**src/rtl/trs_kbd_matrix.sv**
```systemverilog
`default_nettype none
// ============================================================================
// Module      : trs_kbd_matrix
// Description : Turns decoded PS/2 set-2 key events into the 8x8 TRS-80
//               Model I keyboard matrix. Each key is held for at least
//               HOLD_CYCLES after its latest make, so that fast taps are
//               still seen by the ROM scan loop. An F12 make raises a
//               one-cycle reset request.
// Revision    : 1.0 - initial release
// ============================================================================
module trs_kbd_matrix #(
  parameter int unsigned HOLD_CYCLES = 200000
) (
  input  logic       clk_sys,
  input  logic       reset_n,
  input  logic       key_strobe,
  input  logic       key_pressed,
  input  logic       key_extended,
  input  logic [7:0] key_code,
  input  logic [7:0] cpu_addr,
  output logic [7:0] kbd_data,
  output logic       reset_req
);

  localparam int unsigned c_timer_w = (HOLD_CYCLES < 1) ? 1 : $clog2(HOLD_CYCLES + 1);
  localparam logic [c_timer_w-1:0] c_hold      = c_timer_w'(HOLD_CYCLES);
  localparam logic [c_timer_w-1:0] c_timer_one = c_timer_w'(1);
  // Key slots: 8*row + bit for rows 0..6, then the two shift keys
  // (56 = left, 57 = right) which are ORed onto row 7 bit 0.
  localparam int unsigned c_slots = 58;
  localparam logic [c_slots-1:0] c_one = c_slots'(1);

  // Returns {hit, slot} for a scan code; hit = 0 for anything not in the map.
  function automatic logic [6:0] f_decode(input logic ext, input logic [7:0] code);
    case ({ext, code})
      9'h054: f_decode = {1'b1, 6'd0};   // @
      9'h01C: f_decode = {1'b1, 6'd1};   // A
      9'h032: f_decode = {1'b1, 6'd2};   // B
      9'h021: f_decode = {1'b1, 6'd3};   // C
      9'h023: f_decode = {1'b1, 6'd4};   // D
      9'h024: f_decode = {1'b1, 6'd5};   // E
      9'h02B: f_decode = {1'b1, 6'd6};   // F
      9'h034: f_decode = {1'b1, 6'd7};   // G
      9'h033: f_decode = {1'b1, 6'd8};   // H
      9'h043: f_decode = {1'b1, 6'd9};   // I
      9'h03B: f_decode = {1'b1, 6'd10};  // J
      9'h042: f_decode = {1'b1, 6'd11};  // K
      9'h04B: f_decode = {1'b1, 6'd12};  // L
      9'h03A: f_decode = {1'b1, 6'd13};  // M
      9'h031: f_decode = {1'b1, 6'd14};  // N
      9'h044: f_decode = {1'b1, 6'd15};  // O
      9'h04D: f_decode = {1'b1, 6'd16};  // P
      9'h015: f_decode = {1'b1, 6'd17};  // Q
      9'h02D: f_decode = {1'b1, 6'd18};  // R
      9'h01B: f_decode = {1'b1, 6'd19};  // S
      9'h02C: f_decode = {1'b1, 6'd20};  // T
      9'h03C: f_decode = {1'b1, 6'd21};  // U
      9'h02A: f_decode = {1'b1, 6'd22};  // V
      9'h01D: f_decode = {1'b1, 6'd23};  // W
      9'h022: f_decode = {1'b1, 6'd24};  // X
      9'h035: f_decode = {1'b1, 6'd25};  // Y
      9'h01A: f_decode = {1'b1, 6'd26};  // Z
      9'h045: f_decode = {1'b1, 6'd32};  // 0
      9'h016: f_decode = {1'b1, 6'd33};  // 1
      9'h01E: f_decode = {1'b1, 6'd34};  // 2
      9'h026: f_decode = {1'b1, 6'd35};  // 3
      9'h025: f_decode = {1'b1, 6'd36};  // 4
      9'h02E: f_decode = {1'b1, 6'd37};  // 5
      9'h036: f_decode = {1'b1, 6'd38};  // 6
      9'h03D: f_decode = {1'b1, 6'd39};  // 7
      9'h03E: f_decode = {1'b1, 6'd40};  // 8
      9'h046: f_decode = {1'b1, 6'd41};  // 9
      9'h052: f_decode = {1'b1, 6'd42};  // :
      9'h04C: f_decode = {1'b1, 6'd43};  // ;
      9'h041: f_decode = {1'b1, 6'd44};  // ,
      9'h04E: f_decode = {1'b1, 6'd45};  // -
      9'h049: f_decode = {1'b1, 6'd46};  // .
      9'h04A: f_decode = {1'b1, 6'd47};  // /
      9'h05A: f_decode = {1'b1, 6'd48};  // ENTER
      9'h15A: f_decode = {1'b1, 6'd48};  // keypad ENTER
      9'h16C: f_decode = {1'b1, 6'd49};  // CLEAR (Home)
      9'h076: f_decode = {1'b1, 6'd50};  // BREAK (Esc)
      9'h175: f_decode = {1'b1, 6'd51};  // UP
      9'h172: f_decode = {1'b1, 6'd52};  // DOWN
      9'h16B: f_decode = {1'b1, 6'd53};  // LEFT
      9'h066: f_decode = {1'b1, 6'd53};  // backspace acts as LEFT
      9'h174: f_decode = {1'b1, 6'd54};  // RIGHT
      9'h029: f_decode = {1'b1, 6'd55};  // SPACE
      9'h012: f_decode = {1'b1, 6'd56};  // left shift
      9'h059: f_decode = {1'b1, 6'd57};  // right shift
      default: f_decode = 7'd0;
    endcase
  endfunction

  logic [6:0]           w_dec;
  logic                 w_is_f12;
  logic                 r_s1_valid;
  logic                 r_s1_make;
  logic                 r_s1_f12;
  logic [c_slots-1:0]   r_s1_tgt;
  logic [c_slots-1:0]   r_down;
  logic [c_slots-1:0]   r_pend;
  logic [c_timer_w-1:0] r_timer;
  logic [c_slots-1:0]   w_down_nxt;
  logic [c_slots-1:0]   w_pend_nxt;
  logic [c_timer_w-1:0] w_timer_nxt;
  logic                 w_make;
  logic                 w_break;
  logic                 w_timer_zero;
  logic [7:0]           w_sel;
  logic [7:0]           r_kbd_data;
  logic                 r_reset_req;

  assign w_dec    = f_decode(key_extended, key_code);
  assign w_is_f12 = ~key_extended & (key_code == 8'h07);

  // Stage 1: capture the event as a one-hot key target.
  always_ff @(posedge clk_sys or negedge reset_n) begin
    if (!reset_n) begin
      r_s1_valid <= 1'b0;
      r_s1_make  <= 1'b0;
      r_s1_f12   <= 1'b0;
      r_s1_tgt   <= '0;
    end else begin
      r_s1_valid <= key_strobe & w_dec[6];
      r_s1_make  <= key_pressed;
      r_s1_f12   <= key_strobe & key_pressed & w_is_f12;
      r_s1_tgt   <= c_one << w_dec[5:0];
    end
  end

  assign w_make       = r_s1_valid & r_s1_make;
  assign w_break      = r_s1_valid & ~r_s1_make;
  assign w_timer_zero = (r_timer == '0);

  // Stage 2 next-state: make wins over the deferred release in the same cycle.
  always_comb begin
    w_down_nxt  = r_down;
    w_pend_nxt  = r_pend;
    w_timer_nxt = r_timer;
    if (w_make) begin
      w_timer_nxt = c_hold;
    end else if (!w_timer_zero) begin
      w_timer_nxt = r_timer - c_timer_one;
    end
    if (w_timer_zero && !w_make) begin
      w_down_nxt = r_down & ~r_pend;
      w_pend_nxt = '0;
    end
    if (w_make) begin
      w_down_nxt = w_down_nxt | r_s1_tgt;
      w_pend_nxt = w_pend_nxt & ~r_s1_tgt;
    end
    if (w_break) begin
      if (w_timer_zero) begin
        w_down_nxt = w_down_nxt & ~r_s1_tgt;
      end else begin
        // only a key that is actually down can have a deferred release
        w_pend_nxt = w_pend_nxt | (r_s1_tgt & r_down);
      end
    end
  end

  // Stage 2 state: key down/pending bits, hold timer and F12 pulse.
  always_ff @(posedge clk_sys or negedge reset_n) begin
    if (!reset_n) begin
      r_down      <= '0;
      r_pend      <= '0;
      r_timer     <= '0;
      r_reset_req <= 1'b0;
    end else begin
      r_down      <= w_down_nxt;
      r_pend      <= w_pend_nxt;
      r_timer     <= w_timer_nxt;
      r_reset_req <= r_s1_f12;
    end
  end

  // Row select: OR of every row whose address line is high. Row 3 bits 3..7
  // are never set because no scan code decodes to those slots.
  always_comb begin
    w_sel = '0;
    for (int n = 0; n < 7; n++) begin
      if (cpu_addr[n]) begin
        w_sel = w_sel | r_down[8*n +: 8];
      end
    end
    if (cpu_addr[7]) begin
      w_sel = w_sel | {7'b0, r_down[56] | r_down[57]};
    end
  end

  // Registered read data.
  always_ff @(posedge clk_sys or negedge reset_n) begin
    if (!reset_n) begin
      r_kbd_data <= '0;
    end else begin
      r_kbd_data <= w_sel;
    end
  end

  assign kbd_data  = r_kbd_data;
  assign reset_req = r_reset_req;

endmodule
`default_nettype wire
```
**config.mk**
```make
export PLATFORM = sky130hd
export DESIGN_NAME = trs_kbd_matrix
export DESIGN_NICKNAME = d
export VERILOG_FILES = /design/src/rtl/trs_kbd_matrix.sv
export SDC_FILE = /design/constraint.sdc
export NUM_CORES = 1
export LEC_CHECK = 0
export CORE_UTILIZATION = 50
export CTS_CLUSTER_SIZE = 28
export DETAILED_ROUTE_END_ITERATION = 10
export PLACE_DENSITY = 0.67
export SYNTH_ARGS = -nofsm -noshare
export SYNTH_HDL_FRONTEND = slang
export SYNTH_SLANG_ARGS = --single-unit
```
**constraint.sdc**
```tcl
create_clock -name clk_sys -period 5.6 [get_ports clk_sys]
set_input_delay 0.84 -clock clk_sys [delete_from_list [all_inputs] [get_ports clk_sys]]
set_output_delay 0.84 -clock clk_sys [all_outputs]
set_load 0.01 [all_outputs]
```
# [Word-level counts from Yosys, hierarchy flattened]
# Cells that the tools add are included.
[totals] register_bits=204 latch_bits=0 mem_bits_rw=0 romBits=0 in_bits=21 out_inout_bits=9 elab_cells=116 mem_count=0
[classes] addsub=1 mul=0 div=0 order_cmp=0 n_eq_ne=57 shift=1 n_mux=19 bitwise_logic=24 reduce_logical=5
[op_table] op="two-way mux 58 bit" n=8
[op_table] op="case mux 7 bit (53 select lines)" n=1
[op_table] op="AND 58 bit" n=4
[op_table] op="equality test 9 x 6 -> 1 bit (second input constant)" n=23
[op_table] op="equality test 9 x 7 -> 1 bit (second input constant)" n=18
[op_table] op="NOT 58 bit" n=2
[op_table] op="bitwise OR 58 bit" n=2
[op_table] op="equality test 9 x 5 -> 1 bit (second input constant)" n=8
[op_table] op="two-way mux 8 bit" n=8
[op_table] op="<< shifter 1 x 6 -> 58 bit (first input constant)" n=1
[op_table] op="equality test 9 bit (second input constant)" n=6
[op_table] op="bitwise OR 8 bit" n=6
[op_table] op="two-way mux 18 bit" n=2
[op_table] op="zero test 18 bit" n=1
[op_table] op="subtractor 18 x 1 -> 18 bit (second input constant)" n=1
[op_table] op="equality test 8 x 3 -> 1 bit (second input constant)" n=1
[op_table] op="bitwise OR 8 x 1 -> 8 bit" n=1
[op_table] op="AND 1 bit" n=6
[op_table] op="OR reduction 2 bit" n=2
[op_table] op="!= test 2 bit (second input constant)" n=1
[op_table] op="NOT 1 bit" n=2
[op_table] op="logical AND 1 bit" n=1
[op_table] op="zero test 1 bit" n=1
[op_table] op="bitwise OR 1 bit" n=1

# [Depth between registers and ports, before layout]
[depth] ltp_word=15 depth_mapped=10 depth_no_buf=8

# [Worst setup path before layout]
# Ideal clock, no wire load.
[synth_path] path_type="input port to flip-flop" startpoint="in key_code[2]" endpoint="reg r_s1_valid" t_arrival_ps=2320 setup_slack_ps=3156 cell_stages=8 cell_sequence="buf_2 > or4b_2 > buf_2 > o21ai_0 > and3_1 > a2111oi_0 > o2111ai_1 > o31a_1"
[synth_between] elab_chain_cells=4 word_cells_on_any_way=59 cone_classes="eq/ne: 55; mux: 1; bitwise: 1; reduce/logical: 2"
[synth_lines] item="from (decl)" line="19" rtl="input logic [7:0] key_code,"
[synth_lines] item="equality test 9 x 7 -> 1 bit / equality test 9 bit (equally long branches)" line="35" rtl="case ({ext, code})"
[synth_lines] item="OR reduction 2 bit (no line)"
[synth_lines] item="case mux 7 bit (53 select lines) (*)" line="35"
[synth_lines] item="AND 1 bit (*)" line="125" rtl="r_s1_valid <= key_strobe & w_dec[6];"
[synth_lines] item="to (signal assigned)" line="125"
[synth_lines] item="to (decl)" line="97" rtl="logic r_s1_valid;"
# Mark *: on every way between the ends. The rest lies on a longest branch, timed or not.
# A chain may end at the register's enable or synchronous reset.

# [Worst setup path in the final report]
[layout_path] startpoint="in key_code[5]" endpoint="reg r_s1_valid"
# Same word-level chain as after synthesis.

==> results list <==
- YS warnings: 0
- Global placement routability congestion: 0.9354
* Worst Setup Slack post-DPL: 2.016 ns
- Clock latency on the worst-skew pair, taken at its later pin, is roughly 0.5 ns.
- Number of storage elements in the synthesis netlist: 204
* DR WL/cell: 18.93 um
* Post-CTS setup buffers: 0
- After the last flow step, the layout net total stands at between 1000 and 1500.
- STA classifies the critical path startpoint as an input port.
- Maximum buffer depth of the clock tree: 3
* Peak Freq: 0.3191 GHz
* Final number of hold-violating endpoints: 0
- The HPWL after detailed placement is approximately 16000 um.
* Leakage dissipation: around 0.0048 uW
- The clock period could shrink to around 3.1 ns.
* Port-buffer cells: 29
- The die is roughly 140 um wide.
- The floorplan has 50 rows.
- Leading cell type in the layout, fill and taps excluded: sky130_fd_sc_hd__nand2_1
* TritonCTS clock tree: built
- Count of H-tree levels built during CTS: 1
- The detailed router placed ~8200 vias in this run.
* Post-cts sizing count: 0
- The core region is 18890 um^2.
* Final Max Tran Viols: 0
- Synthesis produced between 1000 and 1500 cells.
- Final setup TNS: 0 ns
- After detailed routing, the number of vias per cell comes to between 6 and 7.
* MaxCap Viol Count: 0
- Vias in the first global route: approximately 7600
- The die is around 140 um tall.
- Count of clock tree sinks: between 200 and 250
- Crit path setup slack, layout: about 2.5 ns
- Entering global routing, the biggest net connects 109 pins.
- Summed over all layers, the routed wires come to ~26000 um.
- Fill cell total of the finished layout: between 1500 and 2000
* Final count of negative-setup-slack endpoints: 0
- STA puts the critical path data required time at around 6 ns.
- Category of the worst setup path capture point: flip-flop
* Die area: 20020 um^2
* Clock Pin Slew Worst Setup and Hold Paths: roughly 0.050 ns
* Diodes inserted: 0
* IR drop worst, VDD: a little over 200 uV
- Multi-input gate area in the final layout: just over 4000 um^2
* Layout overhead on the synthesized area: 11.05%
* Peak per-stage delay on the critical path: 0.93 ns
- Layout cell share with drive strength beyond 1: ~4.8%
- Top Ports: 30
- Kind of critical path: in -> reg
- Counting the buffers created by CTS gives 23.
- Highest-count cells in the layout ignoring fill and taps: sky130_fd_sc_hd__nand2_1 (207), sky130_fd_sc_hd__dfrtp_1 (202), sky130_fd_sc_hd__a21oi_1 (126), sky130_fd_sc_hd__nor2_1 (65), sky130_fd_sc_hd__inv_1 (64)
- Summing all flip-flop and latch instances after layout gives between 5000 and 6000 um^2.
- Pwr/cell area: 329.2 nW/um^2
- Counting flops with a built-in enable in the synthesized netlist gives 0.
- Post-synthesis sequential area ratio: 52.48%
* Summed instance area of the synthesized netlist: 9728 um^2
- CTS Root Buffer Type: sky130_fd_sc_hd__clkbuf_16
- Of all nets on the critical path, the largest fanout is 23.
* Data arrival time at the worst-slack endpoint: roughly 3.5 ns
- The critical path goes through clkdlybuf4s50_1, nor2_1, nand2_1, o221ai_1, a2111oi_0, o2111ai_1, o31a_1.
* Overall global routing resource usage: a little over a quarter
* Sum of overflow across all layers after global routing: 0
- For this run, the detailed router's first-pass iteration total came to 5.
- For this run, asynchronously set or reset flops after synthesis account for 100.0%.
* Remaining antenna violation count: 0
* Crit share post-route: between 50% and 60%
- Setup repair after global routing missed its margin: false
- Worst max-slew margin expressed relative to the limit: roughly 36%
- Dominant synthesized flop cell: sky130_fd_sc_hd__dfrtp_1
* Number of hold buffers added after CTS: 0
* Worst min-delay path category: reg -> reg
- In the routed design, unresolved DRC markers number 0.
- Critical-path top delay cell: sky130_fd_sc_hd__clkdlybuf4s50_1
- The run finished with clean final reports.
* First-pass GRT wire length: approximately 42000 um
- Setup Skew: 0.01123 ns
* Violation count after the first detailed-routing iteration: a little under 800
- The initial antenna violation count came to 0.
- Once the floorplan was initialized, standard cells occupied roughly half of the core.
- The netlist uses 56 different library cells.
- For the pin with the worst max-slew slack, the measured transition is a little under 1 ns.
* Average size of a mapped cell: about 8.9 um^2
==> critical path: cells and delay by family <==
kind / cells / cell delay [ns]
compound gates: 4 / 1.13
buf+inv: 1 / 0.93
simple gates: 2 / 0.62
==> cells in the mapped netlist, drive strengths merged (2+ instances only) <==
master | count | area [um^2]
o2111ai | 3 | 26.28
buf | 24 | 142.6
nand3b | 3 | 22.52
or3 | 7 | 43.79
nand3 | 22 | 115.1
o22ai | 61 | 381.6
or4 | 2 | 18.77
dfrtp | 204 | 5105
nand4b | 3 | 26.28
xor2 | 5 | 43.79
a21oi | 126 | 630.6
nor2b | 10 | 62.56
xnor2 | 9 | 78.83
a22oi | 14 | 105.1
a31oi | 59 | 369.1
nor4 | 9 | 71.32
and4 | 3 | 26.28
nor3b | 10 | 80.07
nor3 | 12 | 65.06
clkbuf | 56 | 210.2
inv | 64 | 240.2
nand4 | 5 | 31.28
nor2 | 66 | 250.2
nand2 | 208 | 780.8
o21ai | 12 | 60.06
a222oi | 8 | 80.08
nand2b | 4 | 25.02
and3b | 3 | 26.28
and3 | 5 | 31.28
o31ai | 58 | 435.4
==> final cells by class <==
class | count | share of cell area, %
Sequential cell | 204 | 47.30
Multi-Input combinational cell | 748 | 37.53
Clock buffer | 35 | 6.115
Timing Repair Buffer | 36 | 3.324
Tap cell | 260 | 3.011
Inverter | 64 | 2.224
Clock inverter | 5 | 0.4980
==> worst paths after layout <==
check                      cells past startpoint  slack [ns]                     end               startpoint
hold reg to reg                                0        0.36     reset_req$_DFF_PN0_       r_s1_f12$_DFF_PN0_
setup reg to reg                               6        3.07    r_down[43]$_DFF_PN0_  r_timer[10]$_DFFE_PN0N_
min in group asynchronous                      1        0.39  r_timer[6]$_DFFE_PN0N_                  reset_n
hold / removal                                 0        0.36     reset_req$_DFF_PN0_       r_s1_f12$_DFF_PN0_
setup / recovery                               7        2.47    r_s1_valid$_DFF_PN0_              key_code[5]
max in group asynchronous                      2        4.16    r_pend[57]$_DFF_PN0_                  reset_n
==> per-layer routing <==
layer	global-route usage (%)	vias to the layer above	share of wire (%)
li1	-	3844	-
met1	38.15	4015	46
met2	41.53	259	46
met3	4.826	39	6.7
met4	7.414	0	1.8
met5	0	-	0
==> kinds of logic after synthesis <==
group / count (synthesis) / synth area share (%)
buffers and inverters: 144 / 6.096
AND/OR/NAND/NOR: 376 / 17.56
XOR/XNOR: 14 / 1.260
AO/OA/AOI/OAI: 351 / 22.34
multiplexers: 1 / 0.1029
other: 1 / 0.03855
flip-flops: 204 / 52.48
adder cells (fa/ha/maj): 1 / 0.1286
==> flip-flops by register name, summed over array words and instances, names as in the netlist <==
register and flops:
r_s1_valid 1, r_pend 58, r_timer 18, r_down 58, r_s1_tgt 58, r_s1_f12 1
r_s1_make 1, reset_req 1, kbd_data 8
==> where the power goes <==
group | internal (uW) | switching [uW]
sequential | 1590 | 112
clock | 856 | 573
combinational | 178 | 245
total | 2630 | 930
==> through the flow <==
step / instance area [um^2] / instances / power (uW) / util [%] / hold WS [ns]
floorplan: 9743 / 1096 / 2001 / - / 0.3312
global placement: 10090 / 1312 / 2142 / 53.40 / 0.3438
detailed placement: 10090 / 1312 / 2153 / 53.40 / 0.3380
CTS: 10800 / 1352 / 3592 / 57.18 / 0.3605
global route: 10800 / 1352 / 3729 / 57.18 / 0.3622
finish: 10800 / 1352 / 3557 / 57.18 / 0.3576
(Power assumes the default switching activity.)
